`config.mk`:
```
export PLATFORM = sky130hd
export DESIGN_NAME = countdown_seq_ctrl_flat
export DESIGN_NICKNAME = d
export VERILOG_FILES = /design/src/rtl/countdown_seq_ctrl_if.sv /design/src/rtl/countdown_seq_ctrl.sv /design/src/flat_wrapper.sv
export SDC_FILE = /design/constraint.sdc
export NUM_CORES = 1
export LEC_CHECK = 0
export CELL_PAD_IN_SITES_DETAIL_PLACEMENT = 1
export CELL_PAD_IN_SITES_GLOBAL_PLACEMENT = 1
export CORE_ASPECT_RATIO = 1.5
export CORE_MARGIN = 4
export CORE_UTILIZATION = 39
export CTS_CLUSTER_SIZE = 24
export DETAILED_ROUTE_END_ITERATION = 10
export PLACE_DENSITY_LB_ADDON = 0.1
export REMOVE_ABC_BUFFERS = 1
export SKIP_LAST_GASP = 1
export SYNTH_ARGS = -nofsm -noshare
export SYNTH_HDL_FRONTEND = slang
export SYNTH_SLANG_ARGS = --single-unit
```
`constraint.sdc`:
```
create_clock -name clk -period 1.9 [get_ports clk]
set_input_delay 0.38 -clock clk [delete_from_list [all_inputs] [get_ports clk]]
set_output_delay 0.38 -clock clk [all_outputs]
set_load 0.1 [all_outputs]
```
`src/rtl/countdown_seq_ctrl_if.sv`:
```
// Front-panel / datapath bundle for the countdown sequencing controller.
interface countdown_seq_ctrl_if;
  logic       start;
  logic       pause;
  logic       clr;
  logic       borrow;
  logic [7:0] x;
  logic       cnt_en;
  logic       load;
  logic       alarm;
  logic       warn;
  logic [3:0] round_cnt;
  logic [2:0] state;

  // Panel/datapath side: drives buttons and count, observes controls.
  modport master (
    output start, pause, clr, borrow, x,
    input  cnt_en, load, alarm, warn, round_cnt, state
  );

  // Controller side.
  modport slave (
    input  start, pause, clr, borrow, x,
    output cnt_en, load, alarm, warn, round_cnt, state
  );
endinterface

```
`src/rtl/countdown_seq_ctrl.sv`:
```
// Sequencing controller: button edges -> load/cnt_en, round counting,
// timed end-of-sequence alarm and low-time warning.
module countdown_seq_ctrl #(
  parameter int unsigned ROUNDS       = 3,
  parameter int unsigned ALARM_CYCLES = 50000000,
  parameter logic [7:0]  WARN_VAL     = 8'h10
) (
  input logic                 clk,
  input logic                 rst_n,
  countdown_seq_ctrl_if.slave bus
);

  localparam int unsigned TIMER_W = (ALARM_CYCLES > 1) ? $clog2(ALARM_CYCLES) : 1;
  localparam int unsigned RC_W    = 4;

  typedef enum logic [2:0] {
    ST_IDLE  = 3'd0,
    ST_LOAD  = 3'd1,
    ST_RUN   = 3'd2,
    ST_PAUSE = 3'd3,
    ST_ALARM = 3'd4
  } state_e;

  state_e             state_q, state_d;
  logic [RC_W-1:0]    round_q, round_d;
  logic [TIMER_W-1:0] timer_q, timer_d;
  logic               start_prev_q, pause_prev_q, clr_prev_q, borrow_prev_q;
  logic               load_q, cnt_en_q, alarm_q, warn_q;
  logic               warn_d;

  logic start_ev, pause_ev, clr_ev, borrow_ev;

  assign start_ev  = bus.start  & ~start_prev_q;
  assign pause_ev  = bus.pause  & ~pause_prev_q;
  assign clr_ev    = bus.clr    & ~clr_prev_q;
  assign borrow_ev = bus.borrow & ~borrow_prev_q;

  // Next-state, round count and alarm timer; priority clr > borrow > pause > start.
  always_comb begin
    state_d = state_q;
    round_d = round_q;
    timer_d = timer_q;
    warn_d  = (state_q == ST_RUN) && (bus.x <= WARN_VAL);
    if (clr_ev && (state_q != ST_IDLE)) begin
      state_d = ST_IDLE;
      round_d = '0;
    end else begin
      case (state_q)
        ST_IDLE: begin
          if (start_ev && !clr_ev) begin
            state_d = ST_LOAD;
            round_d = '0;
          end
        end
        ST_LOAD: state_d = ST_RUN;
        ST_RUN: begin
          if (borrow_ev) begin
            if ((5'(round_q) + 5'd1) == 5'(ROUNDS)) begin
              state_d = ST_ALARM;
              round_d = RC_W'(ROUNDS);
              timer_d = TIMER_W'(ALARM_CYCLES - 1);
            end else begin
              state_d = ST_LOAD;
              round_d = round_q + RC_W'(1);
            end
          end else if (pause_ev) begin
            state_d = ST_PAUSE;
          end
        end
        ST_PAUSE: begin
          if (start_ev) state_d = ST_RUN;
        end
        ST_ALARM: begin
          if ((timer_q == '0) || start_ev) begin
            state_d = ST_IDLE;
          end else begin
            timer_d = timer_q - TIMER_W'(1);
          end
        end
        default: begin
          state_d = ST_IDLE;
          round_d = '0;
          warn_d  = 1'b0;
        end
      endcase
    end
  end

  // State, history and registered Moore outputs (decoded from next state).
  always_ff @(posedge clk or negedge rst_n) begin
    if (!rst_n) begin
      state_q       <= ST_IDLE;
      round_q       <= '0;
      timer_q       <= '0;
      start_prev_q  <= 1'b0;
      pause_prev_q  <= 1'b0;
      clr_prev_q    <= 1'b0;
      borrow_prev_q <= 1'b0;
      load_q        <= 1'b0;
      cnt_en_q      <= 1'b0;
      alarm_q       <= 1'b0;
      warn_q        <= 1'b0;
    end else begin
      state_q       <= state_d;
      round_q       <= round_d;
      timer_q       <= timer_d;
      start_prev_q  <= bus.start;
      pause_prev_q  <= bus.pause;
      clr_prev_q    <= bus.clr;
      borrow_prev_q <= bus.borrow;
      load_q        <= (state_d == ST_LOAD);
      cnt_en_q      <= (state_d == ST_RUN);
      alarm_q       <= (state_d == ST_ALARM);
      warn_q        <= warn_d;
    end
  end

  assign bus.load      = load_q;
  assign bus.cnt_en    = cnt_en_q;
  assign bus.alarm     = alarm_q;
  assign bus.warn      = warn_q;
  assign bus.round_cnt = round_q;
  assign bus.state     = state_q;

endmodule

```
`src/flat_wrapper.sv`:
```
// flat-port wrapper written by rule: the top's interface ports become plain ports
module countdown_seq_ctrl_flat 
#(
  parameter int unsigned ROUNDS       = 3,
  parameter int unsigned ALARM_CYCLES = 50000000,
  parameter logic [7:0]  WARN_VAL     = 8'h10
)
  (clk, rst_n, bus_start, bus_pause, bus_clr, bus_borrow, bus_x, bus_cnt_en, bus_load, bus_alarm, bus_warn, bus_round_cnt, bus_state);
  countdown_seq_ctrl_if bus_i ();
  input logic clk;
  input logic rst_n;
  input wire logic [$bits(bus_i.start)-1:0] bus_start;
  input wire logic [$bits(bus_i.pause)-1:0] bus_pause;
  input wire logic [$bits(bus_i.clr)-1:0] bus_clr;
  input wire logic [$bits(bus_i.borrow)-1:0] bus_borrow;
  input wire logic [$bits(bus_i.x)-1:0] bus_x;
  output wire logic [$bits(bus_i.cnt_en)-1:0] bus_cnt_en;
  output wire logic [$bits(bus_i.load)-1:0] bus_load;
  output wire logic [$bits(bus_i.alarm)-1:0] bus_alarm;
  output wire logic [$bits(bus_i.warn)-1:0] bus_warn;
  output wire logic [$bits(bus_i.round_cnt)-1:0] bus_round_cnt;
  output wire logic [$bits(bus_i.state)-1:0] bus_state;
  assign bus_i.start = bus_start;
  assign bus_i.pause = bus_pause;
  assign bus_i.clr = bus_clr;
  assign bus_i.borrow = bus_borrow;
  assign bus_i.x = bus_x;
  assign bus_cnt_en = bus_i.cnt_en;
  assign bus_load = bus_i.load;
  assign bus_alarm = bus_i.alarm;
  assign bus_warn = bus_i.warn;
  assign bus_round_cnt = bus_i.round_cnt;
  assign bus_state = bus_i.state;
  countdown_seq_ctrl #(.ROUNDS(ROUNDS), .ALARM_CYCLES(ALARM_CYCLES), .WARN_VAL(WARN_VAL)) u_core (.clk(clk), .rst_n(rst_n), .bus(bus_i));
endmodule
```
* Yosys cells after proc, flatten, opt, wreduce, memory -nomap -nowiden
Index checks and enable logic that the tools add are counted.
Storage, ports and cells: logic and storage cells 70, memory bits (read-only) 0, register bits 41, RAM bits 0, memories 0, output and inout port bits 11, bits in latches 0, bits of input ports 14
Cells by class: $add $sub $neg 3, equality and inequality tests 14, order comparisons 1, shifts and indexed selects 0, divide/modulo/power cells 0, reduce and logical (&&, ||, !) cells 13, multiplexer cells 19, multipliers 0, bitwise logic cells 9
Operators by type and width (number):
- $mux 26 | 3
- $pmux 26 s2 | 1
- $logic_not 26->1 | 1
- $sub 26x1->26 const B | 1
- $mux 3 | 7
- $mux 4 | 4
- $pmux 3 s5 | 1
- $pmux 4 s3 | 1
- $eq 3x2->1 const B | 3
- $le 8x5->1 const B | 1
- $eq 3x1->1 const B | 2
- $eq 3x3->1 const B | 2
- $add 4x1->5 const B | 1
- $eq 5x2->1 const B | 1
- $not 1->1 | 5
- $reduce_and 5->1 | 1
- $reduce_or 5->1 | 1
- $add 4x1->4 const B | 1
- $and 1x1->1 | 4
- $ne 2x1->1 const B | 2
- $ne 2x2->1 const B | 2
- $logic_and 1x1->1 | 3
- $logic_not 3->1 | 1
- $ne 3x1->1 const B | 1
- other kinds (8) | 9

* Logic depth before layout (Yosys ltp)
word-level depth 8, depth in mapped cells 8, mapped depth without buffers 7

* Worst setup path before layout
No wires, ideal clock.
kind reg2reg, from register u_core.round_q[1], in the netlist u_core.bus.round_cnt[1], to register u_core.timer_q[4], cell stages (with the launch flop) 7, data required time 1.812 ns, clock period less this slack 2.482 ns, library setup time 0.088 ns, path buffers 0, slack -0.582 ns, arrival 2.393 ns, cells stage by stage dfrtp_1 > ha_1 > and2_1 > a21oi_1 > nor3_1 > a311oi_1 > a41oi_1
On the way: cells in the longest elaborated chain, start to end 4
RTL lines:
- start: declaration | line countdown_seq_ctrl.sv:25 | logic [RC_W-1:0] round_q, round_d;
- start signal: assignment | line countdown_seq_ctrl.sv:105 | round_q <= round_d;
- $add 4x1->5 | line countdown_seq_ctrl.sv:58 | if ((5'(round_q) + 5'd1) == 5'(ROUNDS)) begin
- $eq 5x2->1 | line countdown_seq_ctrl.sv:58
- $ne 2x2->1 (no source line)
- $reduce_and 5->1 (no source line)
- end signal: assignment | line countdown_seq_ctrl.sv:106 | timer_q <= timer_d;
- end: declaration | line countdown_seq_ctrl.sv:26 | logic [TIMER_W-1:0] timer_q, timer_d;
No other way between the ends. A chain may end at the register's enable or synchronous reset.

* Worst setup path after layout
from register u_core.timer_q[1], to register u_core.timer_q[10]
On the way: cells in the longest elaborated chain, start to end 4, elaborated cells between the ends (all ways) 7, those cells by class 1 x add/sub; 1 x eq/ne; 2 x mux; 3 x reduce/logical
RTL lines:
- parallel branches: the longest is 4 deep, another holds $sub 26x1->26
Parallel ways; which one is timed is not known. The select of a mux whose other input is x is not followed.

==> impl_metrics.py <==
metrics = {
    "outcome": {
        "status": "complete, but fails checks",
        "violations": "negative setup slack",
    },
    "die": {
        "start_util_pct": 41.10,
        "floorplan.die_area_sq_mm": 0.006806,
        "pin_count": 25,
        "row_count": 32,
        "core_area_sq_mm": 0.005245,
        "die_h_um": 99.06,
        "dieWidth_um": 68.71,
    },
    "final_layout": {
        "layout.cells.non_filler": 404,
        "layout.nets": 352,
        "drive_gt1_share_pct": 46.43,
        "area_delta_synth_final_pct": 69.12,
        "final_common_cell": "buf_4",
        "layout_common_cells": "buf_4, dfrtp_1, nor2_1, nand2_1, buf_6",
        "diodes": 0,
    },
    "setup_path": {
        "endpoint": "u_core.timer_q[10]",
        "path_max_fanout": 5,
        "start_kind": "flop",
        "startpoint": "u_core.timer_q[1]",
        "worstSetupEndpointType": "flop",
        "worstReg2RegEnd": "u_core.timer_q[10]",
        "slowest_stage": "o311ai_0",
        "required_ps": 2060,
        "rrSetupSlack_ps": -370,
        "path_cells": "inv_1 > ha_1 > nand2b_1 > nand4b_1 > nor2_1 > buf_4 > o311ai_0 > o41ai_1",
        "cp.arrival_ps": 2430,
        "r2r_cells": 8,
        "cpPeakStageDelay_ps": 500,
        "path_class": "reg -> reg",
        "regToRegStartpoint": "u_core.timer_q[1]",
    },
    "placed_design": {
        "dp_cells": 373,
        "gp_congestion": 0.8494,
        "io_buffers": 24,
        "dp_hpwl_um": 5011,
    },
    "clock_tree": {
        "cts_root_buffer": "clkbuf_8",
        "clk_latency_ps": 310,
        "cts.path.max_buffers": 2,
        "cts_tree": "yes",
        "cts_buffers": 5,
        "clkTransAtPathRegs_ps": 90,
        "cts_sinks": 41,
        "htree_num_levels": 2,
    },
    "routing": {
        "routedWlPerCell_um": 23.76,
        "drc_errors": 0,
        "wl_um": 9598,
        "drt_pass1_iterations": 4,
        "vias_per_cell": 6.104,
        "drt_iter0_drc": 183,
        "drtAntennaViolNets": 0,
        "vias": 2466,
    },
    "pwr": {
        "p_clk_share_pct": 10.8,
        "cellInternalPower_w": 0.002913,
        "switching_power_w": 0.002613,
        "leakagePower_nw": 1.676,
        "power_density_mw_per_mm2": 1516,
        "p_comb_share_pct": 68.2,
        "p_seq_share_pct": 20.9,
        "swShare_pct": 47.29,
        "ir_drop_mv": 1.004,
    },
    "global_route": {
        "grt_max_degree": 42,
        "antenna_found_initial": 0,
        "grt-ovfl-total": 0,
        "track_usage_pct": 24.82,
        "grt_pass1_wl_um": 12590,
        "grt_pass1_vias": 2537,
    },
    "sta": {
        "clock.fmax_ghz": 0.4407,
        "final-max-slew-violation-count": 0,
        "finalCritPeriodShare_pct": 119.4,
        "fin_tns_setup_ps": -4438,
        "rsz0062_at_grt": "true",
        "whs_ps": 141.1,
        "min_period_ps": 2269,
        "hold_violations": 0,
        "finalSetupViolCount": 28,
        "fin_worst_skew_ps": 12.41,
        "setup_ws_ps": -369.3,
        "worst_slew_pin_slew_ps": 570.9,
        "slew-limit-headroom_pct": 61.94,
    },
    "synthesis": {
        "async_flop_share_pct": 100.0,
        "ys_warn_count": 0,
        "syn_avg_cell_area_sq_um": 9.539,
        "synth_ff_type": "dfrtp_1",
        "syn_area_sq_mm": 0.002156,
        "synth.distinct_cells": 39,
        "yosysSeqAreaShare_pct": 47.59,
        "synth_edf_count": 0,
        "synth-seq-cells": 41,
        "synthCells": 226,
    },
    "job": {
        "drv_cap": 0,
    },
    "min_path": {
        "hold_class": "in -> async",
    },
}
[worst max-delay path: cells and delay by family (launching register included)]
family	cells	cell delay, ps
fa+ha+maj	1	210
simple gates	3	540
flops	1	450
compound gates	2	690
buf+inv	2	240
[metal layers]
| metal | track usage [%] | routed length (um) |
|---|---|---|
| met1 | 24.96 | 3295 |
| met4 | 12.46 | 517 |
| met3 | 3.649 | 400 |
| met5 | 0 | 0 |
| met2 | 46.58 | 5384 |
[how the worst min path moves through the flow]
stage / to / slack (ps)
2_1_floorplan: u_core.borrow_prev_q / 80
6_report: u_core.bus.round_cnt[1] / 140
5_1_grt: u_core.bus.round_cnt[1] / 180
4_1_cts: u_core.borrow_prev_q / 160
3_5_place_dp: u_core.bus.round_cnt[1] / 490
3_3_place_gp: u_core.bus.round_cnt[1] / 480
[through the flow]
stage,power [W],utilization [%],setup slack [ps],instance area [sq um]
after floorplan,0.002352,-,-632.0,2125
after global placement,0.003353,56.77,-286.8,2978
after detailed placement,0.003425,56.77,-362.4,2978
after CTS,0.004681,64.15,-181.2,3364
after global routing,0.005766,69.51,-477.7,3646
final,0.005526,69.51,-369.3,3646
[cell usage after synthesis, types with 4 or more instances]
| cell type | number | area share, % |
|---|---|---|
| nand2_1 | 18 | 3.1 |
| clkbuf_1 | 7 | 1.2 |
| nand2b_1 | 7 | 2.0 |
| inv_1 | 4 | 0.70 |
| o21ai_0 | 10 | 2.3 |
| or3_1 | 6 | 1.7 |
| o41ai_1 | 5 | 2.0 |
| nor2_1 | 18 | 3.1 |
| nand3_1 | 10 | 2.3 |
| a21oi_1 | 9 | 2.1 |
| or4_1 | 6 | 2.1 |
| nor4_1 | 7 | 2.0 |
| nor3_1 | 12 | 2.8 |
| mux2i_1 | 4 | 1.9 |
| nor2b_1 | 4 | 1.2 |
| dfrtp_1 | 41 | 48 |
| a31oi_1 | 4 | 1.2 |
| o311ai_0 | 4 | 1.6 |
| o31ai_1 | 5 | 1.7 |
| nand4_1 | 6 | 1.7 |
[sequential cells by signal (all words and copies together) (netlist names)]
name                  flops
u_core.bus.alarm          1
u_core.pause_prev_q       1
u_core.bus.cnt_en         1
u_core.bus.warn           1
u_core.bus.state          3
u_core.bus.round_cnt      4
u_core.borrow_prev_q      1
u_core.clr_prev_q         1
u_core.timer_q           26
u_core.bus.load           1
u_core.start_prev_q       1
[final cells by class]
| cell class | count | area [sq um] |
|---|---|---|
| multi-input cells | 173 | 1430 |
| inverters | 4 | 15.01 |
| clock inverters | 3 | 17.52 |
| repair buffers | 110 | 1002 |
| well taps | 68 | 85.08 |
| clock buffers | 5 | 68.82 |
| flip-flops and latches | 41 | 1027 |
| fillers | 547 | 1599 |
[power groups by stage]
| stage | Clock [W] | Combinational, W | Sequential [W] |
|---|---|---|---|
| 6_report | 0.000599 | 0.00377 | 0.00116 |
| 5_1_grt | 0.000641 | 0.00395 | 0.00117 |
| 4_1_cts | 0.000588 | 0.00296 | 0.00114 |
| 3_5_place_dp | 0 | 0.00229 | 0.00114 |
| 3_3_place_gp | 0 | 0.00222 | 0.00113 |
| 2_1_floorplan | 0 | 0.000896 | 0.00146 |
[logic make-up after synthesis]
logic type	Yosys count	synth area share, %
AND/OR/NAND/NOR	112	29.19
AO/OA/AOI/OAI	51	16.25
flip-flops	41	47.59
buffers and inverters	12	2.147
multiplexers	4	1.857
XOR/XNOR	3	1.219
adder cells (fa/ha/maj)	3	1.741
[timing repair]
| action | in CTS | in global routing |
|---|---|---|
| pin swaps | 16 | 10 |
| setup endpoints to repair | 26 | 30 |
| setup buffers | 13 | 12 |
| hold buffers | 0 | 0 |
| gates resized for setup | 46 | 38 |
| cloned | 1 | 0 |
Note: power is estimated with default switching activity, not from simulation.
==> variant 1, RTL diff (same settings) <==
`ALARM_CYCLES` is set to 50000000 in 2 places; all go to 25000000.
--- a/src/rtl/countdown_seq_ctrl.sv
+++ b/src/rtl/countdown_seq_ctrl.sv
@@ -4,3 +4,3 @@
   parameter int unsigned ROUNDS       = 3,
-  parameter int unsigned ALARM_CYCLES = 50000000,
+  parameter int unsigned ALARM_CYCLES = 25000000,
   parameter logic [7:0]  WARN_VAL     = 8'h10
--- a/src/flat_wrapper.sv
+++ b/src/flat_wrapper.sv
@@ -4,3 +4,3 @@
   parameter int unsigned ROUNDS       = 3,
-  parameter int unsigned ALARM_CYCLES = 50000000,
+  parameter int unsigned ALARM_CYCLES = 25000000,
   parameter logic [7:0]  WARN_VAL     = 8'h10
Behaviour: no difference found for any inputs over 10 cycles, from zero or initial values and one cycle with rst_n low; that may be too few to reach the edited logic, so the function may still have changed.
==> variant 1 against the original RTL <==
- the flow still finishes with violations (negative setup slack)
- sequential cell count down 1
- utilization fell by 4.2 points
- worst hold slack improved by 0.36 ns
- total power down 17%
- critical path depth fell by 3
- setup slack better by 0.057 ns
- cell area is 6.0% lower
- sequential power is 9% higher
- first-iteration DRC count fell by 61%
- synthesized area decreased by 0.41%
- routed wire length fell by 14%
- largest cell class unchanged
- largest power group unchanged
- highest routed layer unchanged
==> variant 1: results (changes against the original RTL) <==
detailed router's first-iteration violation count=71 (-61%); distinct cell type count after synthesis=48 (+23%); Wirelength per Cell=20.9 um (-12%); YS warnings=0 (unchanged); number of synthesized flops with an enable pin=0 (unchanged); Final HPWL DP=5.04 mm (+0.65%); hold bufs inserted after CTS=1 (+1); Ant. Diodes=0 (unchanged); Pre-Repair DR Iteration Count=4 (unchanged); number of setup violations in the final report=27 (-3.6%); first-pass GRT wire length=11.9 mm (-5.5%); commonest cells in the netlist=dfrtp_1 (40), nand2_1 (17), nor3_1 (17); leak pwr=1.56 nW (-6.9%); final hold slack=0.500 ns (+0.359 ns); Routability Congestion=0.854 (+0.49%); Worst VDD drop=838 uV (-17%); Crit Path Max Fanout=6 (+1); Setup TNS=-4.92 ns (-0.482 ns); cell count after synthesis=226 (unchanged); vias per cell=5.75 (-5.7%); cells resized by post-CTS repair=32 (-30%); CTS H-tree depth=2 (unchanged); Root Buffer=clkbuf_8; clock skew=0.0134 ns (+0.00100 ns); Largest Register=u_core.timer_q; fin nets=342 (-2.8%); clock-pin transition on the worst setup and hold timing paths=0.09 ns (about the same); initial antenna violation count=0 (unchanged); relative slew slack=0.732 (+0.112); Crit Reg-Reg Startpoint=u_core.bus.state[1]; CP top delay family=simple AND/OR/NAND/NOR gates; violations in the final reports=negative setup slack; Post-CTS Setup Bufs=4 (-9); CTS max path bufs=2 (unchanged); status=complete, but fails checks; share of cells above drive strength 1=0.399 (-0.0655); top post-synthesis cells by area=dfrtp_1 (47%), nor3_1 (4.0%), o21ai_0 (3.3%); post-synthesis async set-or-reset flop share=1.00 (unchanged); Hold Path Class=in -> async; number of global-route vias before repair=2426 (-4.4%); I/O Buffers=24 (unchanged); total clock buffers created by CTS=5 (unchanged); GRT Overall Usage=0.235 (-0.0127); post-place setup slack=-0.517 ns (-0.155 ns); final worst slack=-0.312 ns (+0.0575 ns); CP arrival=2.39 ns (-0.04 ns); Setup crit start kind=register; worst r2r path cells=5 (-3); slowest CP cell=or3b_4; largest net degree at the start of global routing=16 (-62%); clk_lat worst skew=0.31 ns (about the same); Seq/Total Area, Yosys=0.466 (-0.00971); Critical Path Max Stage Delay=0.41 ns (-0.09 ns); vias=2267 (-8.1%); max FFs per register=25 (-3.8%); dpl cells=374 (+0.27%); area of placed instances=0.00296 mm^2 (-0.71%); Post-synth top flop=dfrtp_1
-- variant 1: path summary, 6_finish.rpt --
path	end
worst min register to register	u_core.timer_q[6]
worst max register to register	u_core.timer_q[21]
worst min-delay path	u_core.timer_q[2]
worst max-delay path	u_core.timer_q[21]
min in group clk	u_core.pause_prev_q
max in group asynchronous	u_core.timer_q[7]
-- variant 1: worst reg2reg max path, stage by stage (launching register included) --
cell and delay [ns]:
dfrtp_1 0.39, or3b_4 0.41, or3_4 0.39, a2111o_1 0.38, o21ai_1 0.14, or3b_1 0.37
-- variant 1: final cells by class --
class / instances / area (um^2)
clock buffer: 6 / 72.6
fill: 568 / 1820
clock inverter: 2 / 35.0
sequential: 40 / 1000
tap: 68 / 85.1
multi-input combinational: 176 / 1310
inverter: 3 / 11.3
timing repair buffer: 99 / 910
-- variant 1: layer usage --
layer	vias to the layer above	part of all wire	global-route usage
li1	1051	-	-
met1	1146	0.36	0.243
met2	50	0.57	0.437
met3	20	0.033	0.0353
met4	0	0.036	0.112
met5	-	0	0
-- variant 1: report_power, final --
part | switching (mW) | leakage (nW) | internal, mW
clock network | 0.321 | 0.0552 | 0.390
registers | 0.217 | 0.527 | 1.06
logic | 1.43 | 0.978 | 1.16
-- variant 1: cells by family (layout without fill, tap and decap cells) --
kind of cell | after synthesis | in the layout | synth area share
and+or+nand+nor | 118 | 118 | 0.315
muxes | 4 | 4 | 0.0186
buffers and inverters | 10 | 110 | 0.0256
xor gates and xnor gates | 3 | 3 | 0.0122
DFF | 40 | 40 | 0.466
AOI/OAI and AO/OA | 48 | 48 | 0.145
adders and majority gates | 3 | 3 | 0.0175
==> variant 2, RTL diff (config.mk and constraints unchanged) <==
Without the edit above. Reset style: synchronous (`rst_n`), changed in one clocked block.
--- a/src/rtl/countdown_seq_ctrl.sv
+++ b/src/rtl/countdown_seq_ctrl.sv
@@ -89,3 +89,3 @@
   // State, history and registered Moore outputs (decoded from next state).
-  always_ff @(posedge clk or negedge rst_n) begin
+  always_ff @(posedge clk) begin
     if (!rst_n) begin
Behaviour: differs if rst_n is asserted again (counterexample within 4 cycles, from zero or initial values and one cycle with rst_n low); with rst_n held inactive, the same outputs for 10 cycles.
==> variant 2 against the original RTL <==
- the run still ends with negative setup slack left
- setup slack got worse by 0.093 ns
- utilization is 2.4 points lower
- final cell count is 0.74% higher
- sequential cell count unchanged
- synthesized area decreased by 4.1%
- routed wire length is 10% lower
- cell area fell by 5.7%
- non-clock buffer count is 9 lower
- sequential share of layout area down 4.0 points
- critical endpoint is now u_core.timer_q[24]
- largest cell class unchanged
Power is not compared: it rests on default switching activity, and its combinational part moved more than twofold at a synthesized area within 25%.
==> variant 2: results (changes against the original RTL) <==
Hold Path Class=reg -> reg; commonest cells in the netlist=dfxtp_1 (41), a21oi_1 (16), nor2_1 (16); Worst setup startpoint=u_core.timer_q[13]; clock-pin transition on the worst setup and hold timing paths=0.09 ns (about the same); detailed router's first-iteration violation count=124 (-32%); area of placed instances=0.00294 mm^2 (-1.4%); fin nets=355 (+0.85%); CTS H-tree depth=2 (unchanged); Crit Path Max Fanout=4 (-1); post-synthesis async set-or-reset flop share=0 (-1.00); status=complete, but fails checks; vias=2415 (-2.1%); CTS max path bufs=2 (unchanged); slew of the pin with the lowest slew margin=0.532 ns (-0.0386 ns); Wirelength per Cell=21.2 um (-11%); GRT Overall Usage=0.271 (+0.0232); Largest Register=u_core.timer_q; Routability Congestion=0.780 (-8.2%); Ant. Diodes=0 (unchanged); number of setup violations in the final report=27 (-3.6%); distinct cell type count after synthesis=47 (+21%); CP arrival=2.61 ns (+0.18 ns); top post-synthesis cells by area=dfxtp_1 (40%), a31oi_1 (3.9%), a21oi_1 (3.9%); Root Buffer=clkbuf_8; YS warnings=0 (unchanged); largest net degree at the start of global routing=18 (-57%); Pre-Repair DR Iteration Count=4 (unchanged); initial antenna violation count=0 (unchanged); DRC viols=0 (unchanged); max FFs per register=26 (unchanged); violations in the final reports=negative setup slack; fin area=0.00344 mm^2 (-5.7%); leak pwr=1.39 nW; Final HPWL DP=5.38 mm (+7.4%); I/O Buffers=24 (unchanged); clk_lat worst skew=0.31 ns (about the same); final worst slack=-0.463 ns (-0.0935 ns); Hold Path Origin=u_core.timer_q[16]; share of cells above drive strength 1=0.451 (-0.0130); first-pass GRT wire length=13.3 mm (+5.9%); Seq/Total Area, Yosys=0.397 (-0.0791); clock skew=0.00781 ns (-0.00460 ns); number of global-route vias before repair=2678 (+5.6%); total clock buffers created by CTS=5 (unchanged); Worst VDD drop=691 uV
-- variant 2: cells by family (layout without fill, tap and decap cells) --
logic type / Yosys count / after routing / share of synthesized area
DFF: 41 / 41 / 0.397
buffers and inverters: 17 / 115 / 0.0321
and+or+nand+nor: 110 / 110 / 0.328
adders and majority gates: 3 / 3 / 0.0182
AOI/OAI and AO/OA: 70 / 70 / 0.225
-- variant 2: worst paths after layout --
| check | to | slack, ns | cells after the start |
|---|---|---|---|
| hold reg to reg | u_core.timer_q[16] | 0.49 | 2 |
| setup / recovery | u_core.timer_q[24] | -0.46 | 5 |
| hold / removal | u_core.timer_q[16] | 0.49 | 2 |
| setup reg to reg | u_core.timer_q[24] | -0.46 | 5 |
-- variant 2: stage by stage --
| step | setup WS (ns) | hold slack (ns) | setup TNS (ns) | cells | total power [mW] |
|---|---|---|---|---|---|
| 2_1_floorplan | -0.781 | 0.457 | -18.09 | 230 | 0.988 |
| 3_3_place_gp | -0.367 | 0.478 | -7.17 | 392 | 1.08 |
| 3_5_place_dp | -0.414 | 0.481 | -8.72 | 392 | 1.09 |
| 4_1_cts | -0.405 | 0.493 | -3.76 | 406 | 1.92 |
| 5_1_grt | -0.520 | 0.544 | -6.64 | 407 | 1.99 |
| 6_report | -0.463 | 0.493 | -4.60 | 407 | 1.94 |
-- variant 2: area by class of cell --
cell class | instances | area (um^2)
inverter | 6 | 22.5
timing repair buffer | 101 | 921
clock inverter | 3 | 65.1
clock buffer | 5 | 68.8
multi-input combinational | 183 | 1440
tap | 68 | 85.1
sequential | 41 | 831
fill | 577 | 1690
-- variant 2: critical path, stage by stage, from the launching register on --
cell and delay (ns):
dfxtp_2 0.33, or4_4 0.52, or3_4 0.34, or4_4 0.51
or4_1 0.43, a21oi_1 0.17
-- variant 2: where the power goes --
| group | switching (mW) | leakage [nW] | internal, mW |
|---|---|---|---|
| combinational | 0.117 | 0.991 | 0.0863 |
| sequential | 0.00505 | 0.335 | 0.867 |
| clock | 0.338 | 0.0681 | 0.522 |
| total | 0.460 | 1.39 | 1.48 |
-- variant 2: per-layer routing --
layer,vias up,GRT usage,part of all wire
met5,-,0,0
met4,0,0.170,0.053
met3,37,0.0440,0.025
met2,55,0.495,0.56
met1,1193,0.267,0.36
li1,1130,-,-
-- variant 2: repair_timing --
action,4_1_cts,5_1_grt
pin swaps,17,10
resized for setup,42,22
cloned,0,0
setup buffers,6,1
setup endpoints to repair,27,34
hold buffers,0,0
